[config.mk]
export PLATFORM = sky130hd
export DESIGN_NAME = pulse_stretch_multi
export DESIGN_NICKNAME = d
export VERILOG_FILES = /design/src/rtl/pulse_stretch_multi.sv
export SDC_FILE = /design/constraint.sdc
export NUM_CORES = 1
export LEC_CHECK = 0
export BUFFER_PORTS_ARGS = -buffer_cell sky130_fd_sc_hd__buf_2
export CORE_MARGIN = 8
export CORE_UTILIZATION = 47
export DETAILED_ROUTE_END_ITERATION = 8
export PLACE_DENSITY = 0.67
export SLEW_MARGIN = 20
export SYNTH_ARGS = -nofsm -noshare
export SYNTH_HDL_FRONTEND = slang
export SYNTH_SLANG_ARGS = --single-unit
[constraint.sdc]
create_clock -name clock -period 1.8 [get_ports clock]
set_input_delay 0.27 -clock clock [delete_from_list [all_inputs] [get_ports clock]]
set_output_delay 0.27 -clock clock [all_outputs]
set_load 0.005 [all_outputs]
[src/rtl/pulse_stretch_multi.sv]
// Multi-channel pulse stretcher: each rising input edge produces a pulse of hold_len cycles.
// Optional input synchroniser is enabled with the PULSE_STRETCH_SYNC_EN macro.
module pulse_stretch_multi #(
    parameter int unsigned NCH   = 8,
    parameter int unsigned CNT_W = 8
) (
    input  logic             clock,
    input  logic             reset,
    input  logic [NCH-1:0]   sig_in,
    input  logic [CNT_W-1:0] hold_len,
    input  logic             retrig,
    input  logic             enable,
    input  logic             clr_missed,
    output logic [NCH-1:0]   sig_out,
    output logic [NCH-1:0]   missed,
    output logic             busy
);

    typedef enum logic {
        IDLE = 1'b0,
        HOLD = 1'b1
    } state_e;

    logic [NCH-1:0]   src;
    logic [NCH-1:0]   prev_q;
    logic [NCH-1:0]   trig;
    logic [CNT_W-1:0] load_val;

    state_e           state_q [NCH];
    state_e           state_d [NCH];
    logic [CNT_W-1:0] cnt_q   [NCH];
    logic [CNT_W-1:0] cnt_d   [NCH];
    logic [NCH-1:0]   out_q, out_d;
    logic [NCH-1:0]   missed_q, missed_d;
    logic             busy_q;

`ifdef PULSE_STRETCH_SYNC_EN
    logic [NCH-1:0] sync1_q, sync2_q;

    always_ff @(posedge clock) begin
        if (reset) begin
            sync1_q <= '0;
            sync2_q <= '0;
        end else begin
            sync1_q <= sig_in;
            sync2_q <= sync1_q;
        end
    end

    assign src = sync2_q;
`else
    assign src = sig_in;
`endif

    assign trig = src & ~prev_q;

    // hold_len of 0 is treated as a 1-cycle pulse, so both load a count of 0
    assign load_val = (hold_len == '0) ? '0 : hold_len - CNT_W'(1);

    always_comb begin
        missed_d = missed_q & ~{NCH{clr_missed}};
        out_d    = '0;
        for (int unsigned i = 0; i < NCH; i++) begin
            state_d[i] = state_q[i];
            cnt_d[i]   = cnt_q[i];
            if (state_q[i] == IDLE) begin
                if (trig[i] && enable) begin
                    state_d[i] = HOLD;
                    cnt_d[i]   = load_val;
                end
            end else begin
                if (trig[i] && enable && retrig) begin
                    cnt_d[i] = load_val;
                end else begin
                    // Set after the clear so a same-cycle miss survives clr_missed
                    if (trig[i] && enable) begin
                        missed_d[i] = 1'b1;
                    end
                    if (cnt_q[i] == '0) begin
                        state_d[i] = IDLE;
                    end else begin
                        cnt_d[i] = cnt_q[i] - CNT_W'(1);
                    end
                end
            end
            out_d[i] = (state_d[i] == HOLD);
        end
    end

    always_ff @(posedge clock) begin
        if (reset) begin
            for (int unsigned i = 0; i < NCH; i++) begin
                state_q[i] <= IDLE;
                cnt_q[i]   <= '0;
            end
            prev_q   <= '0;
            out_q    <= '0;
            missed_q <= '0;
            busy_q   <= 1'b0;
        end else begin
            for (int unsigned i = 0; i < NCH; i++) begin
                state_q[i] <= state_d[i];
                cnt_q[i]   <= cnt_d[i];
            end
            prev_q   <= src;
            out_q    <= out_d;
            missed_q <= missed_d;
            busy_q   <= |out_d;
        end
    end

    assign sig_out = out_q;
    assign missed  = missed_q;
    assign busy    = busy_q;

endmodule

==> results.py <==
metrics = {
    "run_status": {
        "status": "finished, final reports clean",
    },
    "place": {
        "placed_cells": 910,
        "dpl.hpwl_um": 11300,
        "io_buffers": 37,
        "gp_congestion": 0.923,
        "place_ws_ps": -276,
    },
    "clocking": {
        "clock-sinks": 89,
        "cts_inserted_buffers": 9,
        "cts_tree": "yes",
        "clk_pin_slew_ps": 80,
        "htreeDepth": 3,
        "hold_buffers": 0,
        "worstSkewPairLatency_ps": 380,
        "clock_path_buffers": 2,
        "root_buffer": "clkbuf_8",
    },
    "synth": {
        "synth_edf_count": 0,
        "ys_ff_latch": 89,
        "synth_seq_area_share": 0.342,
        "synth_warnings": 0,
        "synth_nets": 708,
        "synth_cell_type_count": 62,
        "syn_area_um2": 5210,
        "syn_inst": 670,
        "ys_async_sr_fraction": 0,
        "synth_top_flop_cell": "dfxtp_1",
        "synth.avg_cell_area_um2": 7.77,
    },
    "finish": {
        "instances_no_fill": 926,
        "final_common_cell": "nor2_1",
        "final_cell_mix": "nor2_1, dfxtp_1, buf_4",
        "final_nets": 820,
        "antenna_cells": 0,
        "area_growth_pct": 22.0,
        "drive_gt1_frac": 0.221,
        "num-fill-cells": 1004,
    },
    "power": {
        "clkPwrFrac": 0.237,
        "powerDensity_nw_per_um2": 842,
        "p_int_uw": 3450,
        "swShare": 0.354,
        "pwr-share-comb": 0.332,
        "peakVddDrop_mv": 0.408,
        "p_sw_uw": 1890,
        "power.leakage_uw": 0.00266,
        "finalPower_uw": 5350,
        "pwr-share-seq": 0.431,
    },
    "drt": {
        "drtIter0Drc": 424,
        "wl_per_cell_um": 17.1,
        "ant_nets": 0,
        "drc": 0,
        "drtPass1Iterations": 5,
        "finalWirelength_um": 15900,
        "num_vias": 5361,
        "via_per_inst": 5.79,
    },
    "worst_setup_path": {
        "crit_required_ps": 2080,
        "worstSetupPathType": "reg2reg",
        "path_max_fanout": 6,
        "startpoint_type": "flip-flop",
        "crit_arrival_ps": 2010,
        "worst_setup_path_end_kind": "flip-flop",
    },
    "global_routing": {
        "antenna_found_initial": 0,
        "grt.total_usage": 0.218,
        "grt_first_pass_wirelength_um": 25600,
        "grt_pass1_vias": 5161,
        "grt-ovfl-total": 0,
        "grt_max_degree": 59,
    },
    "die": {
        "ios": 38,
        "num_rows": 38,
        "dieArea_um2": 14700,
        "coreArea_um2": 10800,
        "die_height_um": 121,
        "start_util": 0.480,
        "die_x_um": 121,
    },
    "sta": {
        "tightest_slew_ps": 505,
        "final_hold_viol_count": 0,
        "rsz0062_at_grt": "yes",
        "finalCritPeriodShare": 0.964,
        "setup_ws_ps": 65.7,
        "period_minus_slack_ps": 1730,
        "hold_ws_ps": 126,
        "clock.fmax_ghz": 0.577,
        "setup_violations": 0,
        "maxSlewViolCount": 0,
        "fin_worst_skew_ps": 6.45,
        "relSlewSlack": 0.663,
        "tns_ps": 0,
    },
    "flow_run": {
        "max_cap_viol_count": 0,
    },
    "hold_path": {
        "min-delay-path-class": "in2reg",
    },
}
## final cells by class
type                       instances  area, um^2  area share
tap                              140         175      0.0276
multi-input combinational        515        3210       0.505
inverter                          44         165      0.0260
clock inverter                     3        17.5     0.00276
sequential                        89        1780       0.281
clock buffer                      12         145      0.0228
timing repair buffer             123         856       0.135
## path summary, 6_finish.rpt
kind,from,endpoint,slack [ps],cells after the start
worst min register to register,cnt_q[0][13],cnt_q[0][13],490,2
worst max register to register,cnt_q[0][13],cnt_q[0][15],70,5
worst min-delay path,sig_in[1],prev_q[1],130,2
worst max-delay path,cnt_q[0][13],cnt_q[0][15],70,5
## cells in the mapped netlist (9+ instances only)
cell type   n  area share
nor2_1     91       0.066
o32ai_1     9       0.015
ha_1       17       0.041
a21oi_1    66       0.063
nand3_1    10      0.0096
nand2b_1   19       0.023
clkbuf_1   11      0.0079
a211oi_1   24       0.035
o22ai_1    16       0.019
inv_1      44       0.032
nand2_1    33       0.024
o21ai_0    57       0.055
nor3_1     29       0.028
nor2b_1    18       0.022
dfxtp_1    89        0.34
o21ai_1     9      0.0086
## metal layers
layer,share of wire,track usage,vias up
met5,0,0,-
met4,0.020,0.0825,0
met3,0.046,0.0307,20
met2,0.47,0.366,150
met1,0.46,0.276,2543
li1,-,-,2648
## through the flow
| step | instance area, um^2 | utilization |
|---|---|---|
| after floorplan | 5210 | - |
| after global placement | 6130 | 0.565 |
| after detailed placement | 6130 | 0.565 |
| after CTS | 6290 | 0.580 |
| after global routing | 6350 | 0.586 |
| final | 6350 | 0.586 |
## flip-flops by register name, indices dropped and copies added, names as in the netlist
signal and cells:
missed 8, sig_out 7, prev_q 8, cnt_q 64, state_q 1, busy 1
## logic make-up after synthesis
group | after synthesis | share of synthesized area
and+or+nand+nor | 252 | 0.256
AOI/OAI and AO/OA | 230 | 0.278
DFF | 89 | 0.342
buffers and inverters | 66 | 0.0517
adders and majority gates | 17 | 0.0408
muxes | 10 | 0.0214
xor gates and xnor gates | 6 | 0.0101
## repair_timing
item                                    4_1_cts  5_1_grt
pin swaps                                     1        2
endpoints found under the setup margin        1       16
buffers inserted                              0        1
resized for setup                             0       13
## power groups by stage
stage,combinational [uW],clock (uW),sequential [uW]
finish,1770,1260,2310
global route,1960,1370,2330
CTS,1720,1280,2300
detailed placement,1710,0,2340
global placement,1660,0,2340
floorplan,1100,0,2320
## critical path: stages, from the launching register on
cell      delay [ps]
dfxtp_2          340
or3_4            370
nand4b_1         250
a21o_4           290
buf_4            150
a221oi_2         230
No activity file was read; power rests on OpenSTA's default activity.
